### config.mk
export PLATFORM = sky130hd
export DESIGN_NAME = ofm_sparse_packer
export DESIGN_NICKNAME = d
export VERILOG_FILES = /design/src/rtl/ofm_pkg.sv /design/src/rtl/ofm_compress_store.sv /design/src/rtl/ofm_sparse_packer.sv
export SDC_FILE = /design/constraint.sdc
export NUM_CORES = 1
export LEC_CHECK = 0
export CORE_UTILIZATION = 45
export DETAILED_ROUTE_END_ITERATION = 7
export HOLD_SLACK_MARGIN = 0.15
export PLACE_DENSITY_LB_ADDON = 0.1
export SKIP_CTS_REPAIR_TIMING = 1
export SYNTH_ARGS = -nofsm -noshare
export SYNTH_HDL_FRONTEND = slang
export SYNTH_SLANG_ARGS = --single-unit
### constraint.sdc
create_clock -name clk_r -period 5.95 [get_ports clk_r]
set_input_delay 0.595 -clock clk_r [delete_from_list [all_inputs] [get_ports clk_r]]
set_output_delay 0.595 -clock clk_r [all_outputs]
set_load 0.02 [all_outputs]
### src/rtl/ofm_pkg.sv
// Shared types and helpers for the output-feature-map drain path: FSM state,
// beat-count derivation and the shift/ReLU/saturate requantizer.
package ofm_pkg;

  localparam int CU_NUM_DEF   = 32;
  localparam int ACC_W_DEF    = 32;
  localparam int BUS_SIZE_DEF = 8;
  localparam int OBUF_NUM_DEF = 4;

  typedef enum logic [1:0] {
    ST_IDLE = 2'd0,
    ST_READ = 2'd1,
    ST_EMIT = 2'd2
  } ofm_state_e;

  function automatic int beat_num(input int cu_num, input int bus_size);
    return cu_num / bus_size;
  endfunction

  // Shifts of 31 leave only the sign, so every result lands at 0 after ReLU.
  function automatic logic [7:0] requant8(input logic signed [31:0] acc,
                                          input logic [4:0] shift);
    logic signed [31:0] v;
    v = acc >>> shift;
    if (v <= 0)
      return 8'd0;
    else if (v > 32'sd255)
      return 8'hFF;
    else
      return v[7:0];
  endfunction

endpackage

### src/rtl/ofm_compress_store.sv
// Sparse map, packed non-zero byte store and non-zero counter for one drain
// pass; each non-zero byte is written at the current count, then the count advances.
module ofm_compress_store
  import ofm_pkg::*;
#(
  parameter int CU_NUM = CU_NUM_DEF,
  localparam int CU_W  = $clog2(CU_NUM)
) (
  input  logic                  clk_r,
  input  logic                  rst_r,
  input  logic                  clr_i,
  input  logic                  wr_en_i,
  input  logic [CU_W-1:0]       idx_i,
  input  logic [7:0]            q_i,
  output logic [CU_NUM-1:0]     map_o,
  output logic [CU_NUM*8-1:0]   bytes_o,
  output logic [CU_W:0]         nnz_o
);

  logic [CU_NUM-1:0]   map_q,   map_d;
  logic [CU_NUM*8-1:0] bytes_q, bytes_d;
  logic [CU_W:0]       nnz_q,   nnz_d;

  always_comb begin
    map_d   = map_q;
    bytes_d = bytes_q;
    nnz_d   = nnz_q;
    if (clr_i) begin
      map_d   = '0;
      bytes_d = '0;
      nnz_d   = '0;
    end else if (wr_en_i) begin
      map_d[idx_i] = (q_i != 8'd0);
      if (q_i != 8'd0) begin
        bytes_d[{nnz_q[CU_W-1:0], 3'b000} +: 8] = q_i;
        nnz_d = nnz_q + (CU_W+1)'(1);
      end
    end
  end

  always_ff @(posedge clk_r or negedge rst_r) begin
    if (!rst_r) begin
      map_q   <= '0;
      bytes_q <= '0;
      nnz_q   <= '0;
    end else begin
      map_q   <= map_d;
      bytes_q <= bytes_d;
      nnz_q   <= nnz_d;
    end
  end

  assign map_o   = map_q;
  assign bytes_o = bytes_q;
  assign nnz_o   = nnz_q;

endmodule

### src/rtl/ofm_sparse_packer.sv
// Drains one accumulator per compute unit, requantizes to u8 and emits the
// pass as sparse-map beats plus a globally packed non-zero byte stream.
//
// state   | meaning
// ST_IDLE | waiting for start_i
// ST_READ | issuing cu_sel_o and sampling accumulators one cycle later
// ST_EMIT | presenting beats until the last one is accepted
module ofm_sparse_packer
  import ofm_pkg::*;
#(
  parameter int CU_NUM   = CU_NUM_DEF,
  parameter int ACC_W    = ACC_W_DEF,
  parameter int BUS_SIZE = BUS_SIZE_DEF,
  parameter int OBUF_NUM = OBUF_NUM_DEF,
  localparam int CU_W     = $clog2(CU_NUM),
  localparam int OB_W     = $clog2(OBUF_NUM),
  localparam int BEAT_NUM = beat_num(CU_NUM, BUS_SIZE),
  localparam int BC_W     = $clog2(BEAT_NUM)
) (
  input  logic                  clk_r,
  input  logic                  rst_r,
  input  logic                  start_i,
  input  logic [OB_W-1:0]       buf_idx_i,
  input  logic [4:0]            shift_i,
  output logic [CU_W-1:0]       cu_sel_o,
  output logic [OB_W-1:0]       obuf_sel_o,
  input  logic [ACC_W-1:0]      obuf_dat_i,
  output logic                  wr_valid_o,
  input  logic                  wr_ready_i,
  output logic [BC_W-1:0]       wr_count_o,
  output logic [BUS_SIZE-1:0]   wr_sparsemap_o,
  output logic [BUS_SIZE*8-1:0] wr_nonzero_data_o,
  output logic [CU_W:0]         nnz_count_o,
  output logic                  busy_o,
  output logic                  done_o,
  output logic                  overrun_o
);

  ofm_state_e      state_q, state_d;
  logic [CU_W-1:0] cu_sel_q, cu_sel_d;
  logic            iss_q, iss_d;
  logic            rd_vld_q, rd_vld_d;
  logic [CU_W-1:0] rd_idx_q, rd_idx_d;
  logic [OB_W-1:0] buf_q, buf_d;
  logic [4:0]      shift_q, shift_d;
  logic [BC_W-1:0] beat_q, beat_d;
  logic            clr, wr_en, done;

  logic signed [31:0]  acc_ext;
  logic [7:0]          q_val;
  logic [CU_NUM-1:0]   map_w;
  logic [CU_NUM*8-1:0] bytes_w;
  logic [CU_W:0]       nnz_w;

  assign acc_ext = 32'($signed(obuf_dat_i));
  assign q_val   = requant8(acc_ext, shift_q);

  always_comb begin
    state_d  = state_q;
    cu_sel_d = cu_sel_q;
    iss_d    = iss_q;
    rd_vld_d = iss_q;
    rd_idx_d = cu_sel_q;
    buf_d    = buf_q;
    shift_d  = shift_q;
    beat_d   = beat_q;
    clr      = 1'b0;
    wr_en    = 1'b0;
    done     = 1'b0;
    case (state_q)
      ST_IDLE: begin
        if (start_i) begin
          state_d  = ST_READ;
          buf_d    = buf_idx_i;
          shift_d  = shift_i;
          cu_sel_d = '0;
          iss_d    = 1'b1;
          beat_d   = '0;
          clr      = 1'b1;
        end
      end
      ST_READ: begin
        if (iss_q) begin
          if (cu_sel_q == CU_W'(CU_NUM-1))
            iss_d = 1'b0;
          else
            cu_sel_d = cu_sel_q + CU_W'(1);
        end
        // Read data trails the select by one cycle; rd_idx_q tracks which element it is.
        if (rd_vld_q) begin
          wr_en = 1'b1;
          if (rd_idx_q == CU_W'(CU_NUM-1))
            state_d = ST_EMIT;
        end
      end
      ST_EMIT: begin
        if (wr_ready_i) begin
          if (beat_q == BC_W'(BEAT_NUM-1)) begin
            state_d = ST_IDLE;
            done    = 1'b1;
          end else begin
            beat_d = beat_q + BC_W'(1);
          end
        end
      end
      default: state_d = ST_IDLE;
    endcase
  end

  always_ff @(posedge clk_r or negedge rst_r) begin
    if (!rst_r) begin
      state_q  <= ST_IDLE;
      cu_sel_q <= '0;
      iss_q    <= 1'b0;
      rd_vld_q <= 1'b0;
      rd_idx_q <= '0;
      buf_q    <= '0;
      shift_q  <= '0;
      beat_q   <= '0;
    end else begin
      state_q  <= state_d;
      cu_sel_q <= cu_sel_d;
      iss_q    <= iss_d;
      rd_vld_q <= rd_vld_d;
      rd_idx_q <= rd_idx_d;
      buf_q    <= buf_d;
      shift_q  <= shift_d;
      beat_q   <= beat_d;
    end
  end

  ofm_compress_store #(
    .CU_NUM (CU_NUM)
  ) u_store (
    .clk_r   (clk_r),
    .rst_r   (rst_r),
    .clr_i   (clr),
    .wr_en_i (wr_en),
    .idx_i   (rd_idx_q),
    .q_i     (q_val),
    .map_o   (map_w),
    .bytes_o (bytes_w),
    .nnz_o   (nnz_w)
  );

  // Bytes at or beyond the non-zero count always read as zero.
  always_comb begin
    wr_sparsemap_o    = '0;
    wr_nonzero_data_o = '0;
    for (int j = 0; j < BUS_SIZE; j++) begin
      wr_sparsemap_o[j] = map_w[int'(beat_q)*BUS_SIZE + j];
      if ((int'(beat_q)*BUS_SIZE + j) < int'(nnz_w))
        wr_nonzero_data_o[j*8 +: 8] = bytes_w[(int'(beat_q)*BUS_SIZE + j)*8 +: 8];
    end
  end

  assign cu_sel_o    = cu_sel_q;
  assign obuf_sel_o  = buf_q;
  assign wr_valid_o  = (state_q == ST_EMIT);
  assign wr_count_o  = beat_q;
  assign nnz_count_o = nnz_w;
  assign busy_o      = (state_q != ST_IDLE);
  assign done_o      = done;
  assign overrun_o   = start_i && (state_q != ST_IDLE);

endmodule

# Yosys cells after proc, flatten, opt, wreduce, memory -nomap -nowiden

Index checks and enable logic that the tools add are counted.

Word-level logic and storage cells: 151
Register bits after elaboration: 317
Output and inout port bits: 91
Input bits: 43

Mux-type cells: 70
Order comparisons: 20
Equality and inequality tests: 13
Shift-type cells: 11
Reductions and logical operators: 15
Add/subtract/negate cells: 11

Operators by type and width:

| kind                                                                             | count |
|---|---|
| 256-bit by 10-bit indexed part select with 8-bit output                          | 7 |
| 256-bit two-way mux                                                              | 3 |
| 256-bit bitwise mux                                                              | 1 |
| 8-bit by 10-bit variable shift with 256-bit output, first input constant         | 1 |
| 256-bit by 9-bit indexed part select with 8-bit output                           | 1 |
| 8-bit by 10-bit indexed part select with 256-bit output                          | 1 |
| 32-bit by 7-bit < comparator with 1-bit output                                   | 7 |
| 32-bit by 7-bit < comparator with 1-bit output, second input constant            | 7 |
| 8-bit two-way mux                                                                | 10 |
| 32-bit two-way mux                                                               | 2 |
| 1-bit binary-select mux with 5-bit select                                        | 7 |
| 32-bit bitwise mux                                                               | 1 |
| 32-bit by 9-bit greater-than comparator with 1-bit output, second input constant | 1 |
| 32-bit by 1-bit <= comparator with 1-bit output, second input constant           | 1 |
| 32-bit by 5-bit >>> shifter with 32-bit output                                   | 1 |
| 1-bit two-way mux                                                                | 26 |
| 5-bit by 3-bit adder with 6-bit output, second input constant                    | 4 |
| 6-bit two-way mux                                                                | 3 |
| 2-bit two-way mux                                                                | 8 |
| 5-bit two-way mux                                                                | 3 |
| 5-bit by 2-bit adder with 6-bit output, second input constant                    | 2 |
| 5-bit by 6-bit < comparator with 1-bit output, second input constant             | 2 |
| 2-bit inequality test, second input constant                                     | 6 |
| 5-bit == test, second input constant                                             | 2 |
| other kinds (23)                                                                 | 33 |

# Longest topological paths before layout

Depth after elaboration: 9
Mapped depth: 16
Gate-level depth less buffers: 10

# Hierarchy

From an unflattened synthesis, not the netlist that was laid out.

Cells, all modules: 1636
Area, all modules: 18868.1 µm²

By module, submodules not included:

| module             | cells each | area each (µm²) | sequential area each (µm²) | times used |
|---|---|---|---|---|
| ofm_compress_store | 1154       | 13803.2         | 7357.1                     | 1 |
| ofm_sparse_packer  | 482        | 5064.9          | 575.6                      | 1 |

# Worst setup path before layout

OpenSTA, ideal clock, no wires.

Path type: reg-to-output
Start: register beat_q[0], in the netlist wr_count_o[0]
End: output wr_nonzero_data_o[0]
Arrival: 3.289 ns
Slack: 2.066 ns
Path buffers: 3
Required time: 5.355 ns
Stages on the path, launching flop included: 11
Cells stage by stage: dfrtp_1 -> clkbuf_1 -> buf_1 -> inv_1 -> ha_1 -> nor2b_1 -> o21ai_0 -> a21oi_1 -> clkbuf_1 -> a21boi_0 -> nor2b_1

Cells in the longest elaborated chain, start to end: 2
Elaborated cells on any way between the ends: 3
Classes of those cells: order compare (1); shift (1); mux (1)

RTL lines:

| element                                                                                                                        | line                                               | RTL |
|---|---|---|
| start, declared                                                                                                                | ofm_sparse_packer.sv:46                            | `logic [BC_W-1:0] beat_q, beat_d;` |
| start signal, assigned                                                                                                         | ofm_sparse_packer.sv:128                           | `beat_q <= beat_d;` |
| 256-bit by 9-bit indexed part select with 8-bit output / 5-bit by 6-bit < comparator with 1-bit output (equally long branches) | ofm_sparse_packer.sv:153, ofm_sparse_packer.sv:152 |  |
| 8-bit two-way mux (*)                                                                                                          | ofm_sparse_packer.sv:152                           | `if ((int'(beat_q)*BUS_SIZE + j) < int'(nnz_w))` |
| end, declared                                                                                                                  | ofm_sparse_packer.sv:32                            | `output logic [BUS_SIZE*8-1:0] wr_nonzero_data_o,` |

Mark *: on every way between the ends. The rest lies on a longest branch, timed or not.

# Worst setup path in the final report

Start: register shift_q[0]
End: register u_store.bytes_q[227], in the netlist u_store.bytes_o[227]

Cells in the longest elaborated chain, start to end: 9
Elaborated cells on any way between the ends: 13
Classes of those cells: order compare (2); shift (2); mux (6); reduce/logical (3)

RTL lines:

| element                                                   | line                     | RTL |
|---|---|---|
| start, declared                                           | ofm_sparse_packer.sv:45  | `logic [4:0] shift_q, shift_d;` |
| start signal, assigned                                    | ofm_sparse_packer.sv:127 | `shift_q <= shift_d;` |
| 32-bit by 5-bit >>> shifter with 32-bit output (*)        | ofm_pkg.sv:24            | `v = acc >>> shift;` |
| 32-bit by 9-bit greater-than comparator with 1-bit output | ofm_pkg.sv:27            | `else if (v > 32'sd255)` |
| 8-bit two-way mux                                         | ofm_pkg.sv:27            |  |
| 8-bit two-way mux (*)                                     | ofm_pkg.sv:25            | `if (v <= 0)` |
| 8-bit by 10-bit indexed part select with 256-bit output   | ofm_compress_store.sv:35 | `bytes_d[{nnz_q[CU_W-1:0], 3'b000} +: 8] = q_i;` |
| 256-bit bitwise mux                                       | ofm_compress_store.sv:35 |  |
| 256-bit two-way mux                                       | ofm_compress_store.sv:34 | `if (q_i != 8'd0) begin` |
| 256-bit two-way mux                                       | ofm_compress_store.sv:32 | `end else if (wr_en_i) begin` |
| 256-bit two-way mux                                       | ofm_compress_store.sv:28 | `if (clr_i) begin` |
| end signal, assigned                                      | ofm_compress_store.sv:48 | `bytes_q <= bytes_d;` |
| end, declared                                             | ofm_compress_store.sv:21 | `logic [CU_NUM*8-1:0] bytes_q, bytes_d;` |

Mark *: on every way between the ends. The rest lies on a longest branch, timed or not. The select of a mux whose other input is x is not followed.
A chain may end at the register's enable or synchronous reset.

==> flow_summary.ini <==
[finish]
fill_cells = 3363
n_antenna_cell = 0
final_cell_mix = dfrtp_1 (314), nand2_1 (165), clkdlybuf4s50_1 (132)
final_nets = 1711
area_growth_pct = 16.6
drive_above_1_share_pct = 16.5
final_common_cell = dfrtp_1

[route]
dr_wl_met2_mm = 25.0
drc = 0
dr.max_layer_used = met4
drtIter0Drc = 1282
viasPerCell = 6.35
dr.pass1.iters = 5
routedWlPerCell_um = 24.5
postRouteAntennaNets = 0
met3WireLength_mm = 3.24
drt-total-wl_mm = 53.9
routed-via-count = 13998
wl_met1_mm = 24.4

[cts]
clockRootBuffer = clkbuf_16
numCtsBuffers = 37
htree_num_levels = 2
clockBufferDepth = 3
cts_tree = built
cts.clk_slew.worst_paths_ns = 0.06
clkSinkCount = 317
clk_latency_ns = 0.55

[floorplan]
die_width_um = 202
die_h_um = 202
die-area_mm2 = 0.0408
core.rowCount = 72
io_pins = 134
start_util_pct = 46.1
core_region_area_mm2 = 0.0390

[timing]
setup_viol = 0
min_period_ns = 4.52
tightestPinTransition_ns = 1.19
slew_violations = 0
finalCritPeriodShare_pct = 75.9
rsz0062_at_grt = false
slew_headroom_pct = 20.6
max_freq_ghz = 0.221
skew_ns = 0.0164
tns_ns = 0
hold_viol_final = 0

[logic_synthesis]
ys_seq_area_share_pct = 44.1
syn_area_mm2 = 0.0180
synth_fp_nets = 1628
async_reset_ff_share_pct = 100
synth.distinct_cells = 92
synth.avg_cell_area_um2 = 11.4
ys_warn_count = 0
synth_edf_count = 0
yosys_most_used_dff = dfrtp_1
synthCells = 1574
synth_seq_cells = 317

[pwr]
peakVddDrop_uv = 228
power_w = 0.00991
powerDensity_mw_per_mm2 = 473
leakage_nw = 9.08

[grt]
grt_remaining_overflow = 0
grt_pass1_vias = 14066
groute.usage.overall_pct = 27.1
grt_pass1_wl_mm = 85.4
grt_max_degree = 152
antenna_found_initial = 0

[place]
hpwl_mm = 35.4
numPortBuffers = 133
place.gp.congestion = 0.907

[critical_path]
cpPeakStageDelay_ns = 0.68
critPathSlowestCell = dfrtp_1
critPathKind = reg2reg
worstPathRequired_ns = 6.42
critPathLaunchType = flip-flop
critPathCaptureType = flip-flop
crit_arrival_ns = 4.98
cp_top_family = compound AO/OA/AOI/OAI gates
critPathMaxFanout = 36
crit_path_frequent_cell = buf_4
cp_num_buf_inv = 2
cp_cell_sequence = buf_4 > mux4_2 > or2_1 > o41ai_2 > a21oi_2 > a311oi_2 > nand4_2 > o21ai_4 > buf_4 > or3_1 > mux2i_1

[min_path]
hp-class = in2async

[run]
drv_cap = 0

[outcome]
outcome = finished, final reports clean
[flip-flops by register name, indices dropped and copies added (netlist names)]
register	flops
obuf_sel_o	2
wr_count_o	2
cu_sel_o	5
u_store.map_o	32
u_store.nnz_o	6
u_store.bytes_o	256
shift_q	5
state_q	2
rd_vld_q	1
rd_idx_q	5
iss_q	1
[cell usage after synthesis (5+ instances only)]
cell	number	area share, %
o22ai_1	6	0.21
o31a_2	8	0.45
and2_1	15	0.52
dfrtp_1	317	44
a31oi_1	5	0.17
buf_6	11	0.69
ha_1	11	0.77
o211ai_1	54	2.3
buf_1	15	0.31
mux2i_1	110	6.1
nand3_1	32	0.89
nand4_1	9	0.31
a21oi_1	17	0.47
nor4_1	8	0.28
clkbuf_1	69	1.4
nor2_1	58	1.2
a211oi_1	7	0.29
o31ai_1	41	1.7
inv_1	23	0.48
nor2b_1	75	2.6
buf_4	8	0.33
and3_1	6	0.21
mux2_2	27	1.7
nand2b_1	18	0.63
nand2_1	166	3.5
nor3_1	18	0.50
o21ai_0	38	1.1
o31a_4	5	0.49
mux4_2	90	11
a21boi_0	5	0.21
a22o_1	125	6.1
buf_2	16	0.45
or3_1	15	0.52
a32o_1	22	1.2
nor2_2	7	0.24
o21ai_1	5	0.14
[report_power, final]
group          internal, W  switching [W]  total, W
combinational      0.00170        0.00270   0.00440
clock              0.00147       0.000948   0.00242
sequential         0.00264       0.000454   0.00309
total              0.00581        0.00411   0.00991
[per-stage QoR]
step                utilization, %  area, µm²  hold WS [ns]  cells  setup WS (ns)
floorplan                        -      18000         0.299   1574           2.07
global placement              50.4      19700         0.390   2136           1.31
detailed placement            50.4      19700         0.383   2136           1.23
CTS                           53.8      21000         0.145   2204           1.34
global route                  53.8      21000         0.156   2204           1.17
finish                        53.8      21000        0.0833   2204           1.43
[final cells by class]
cell class              instances  area [µm²]  share of cell area, %
clock buffers                  50        1100                   5.23
clock inverters                18         204                  0.972
inverters                      25        93.8                  0.447
multi-input cells            1112        9400                   44.8
flip-flops and latches        317        7940                   37.9
well taps                     518         648                   3.09
repair buffers                164        1590                   7.60
[kinds of logic after synthesis]
kind of cell	share of synthesized area, %
XOR/XNOR	0.243
flip-flops	44.1
multiplexers	19.3
AND/OR/NAND/NOR	13.2
adder cells (fa/ha/maj)	0.765
buffers and inverters	3.85
AO/OA/AOI/OAI	18.5
[final timing paths]
| check | startpoint | end | slack, ns | cells after the start |
|---|---|---|---|---|
| min reg2reg | iss_q$_DFFE_PN0P_ | rd_vld_q$_DFF_PN0_ | 0.41 | 0 |
| max reg2reg | shift_q[0]$_DFFE_PN0P_ | u_store.bytes_o[227]$_DFFE_PN0P_ | 1.43 | 11 |
| min | rst_r | obuf_sel_o[1]$_DFFE_PN0P_ | 0.08 | 1 |
| max | shift_q[0]$_DFFE_PN0P_ | u_store.bytes_o[227]$_DFFE_PN0P_ | 1.43 | 11 |
| max in group asynchronous | rst_r | u_store.bytes_o[204]$_DFFE_PN0P_ | 4.40 | 2 |
| min in group clk_r | iss_q$_DFFE_PN0P_ | rd_vld_q$_DFF_PN0_ | 0.41 | 0 |
[per-layer routing]
metal / up-vias / GRT usage [%]
met5: - / 0
li1: 6199 / -
met2: 469 / 42.2
met1: 7237 / 39.1
met3: 93 / 3.95
met4: 0 / 7.93
Note: power is estimated with default switching activity, not from simulation.
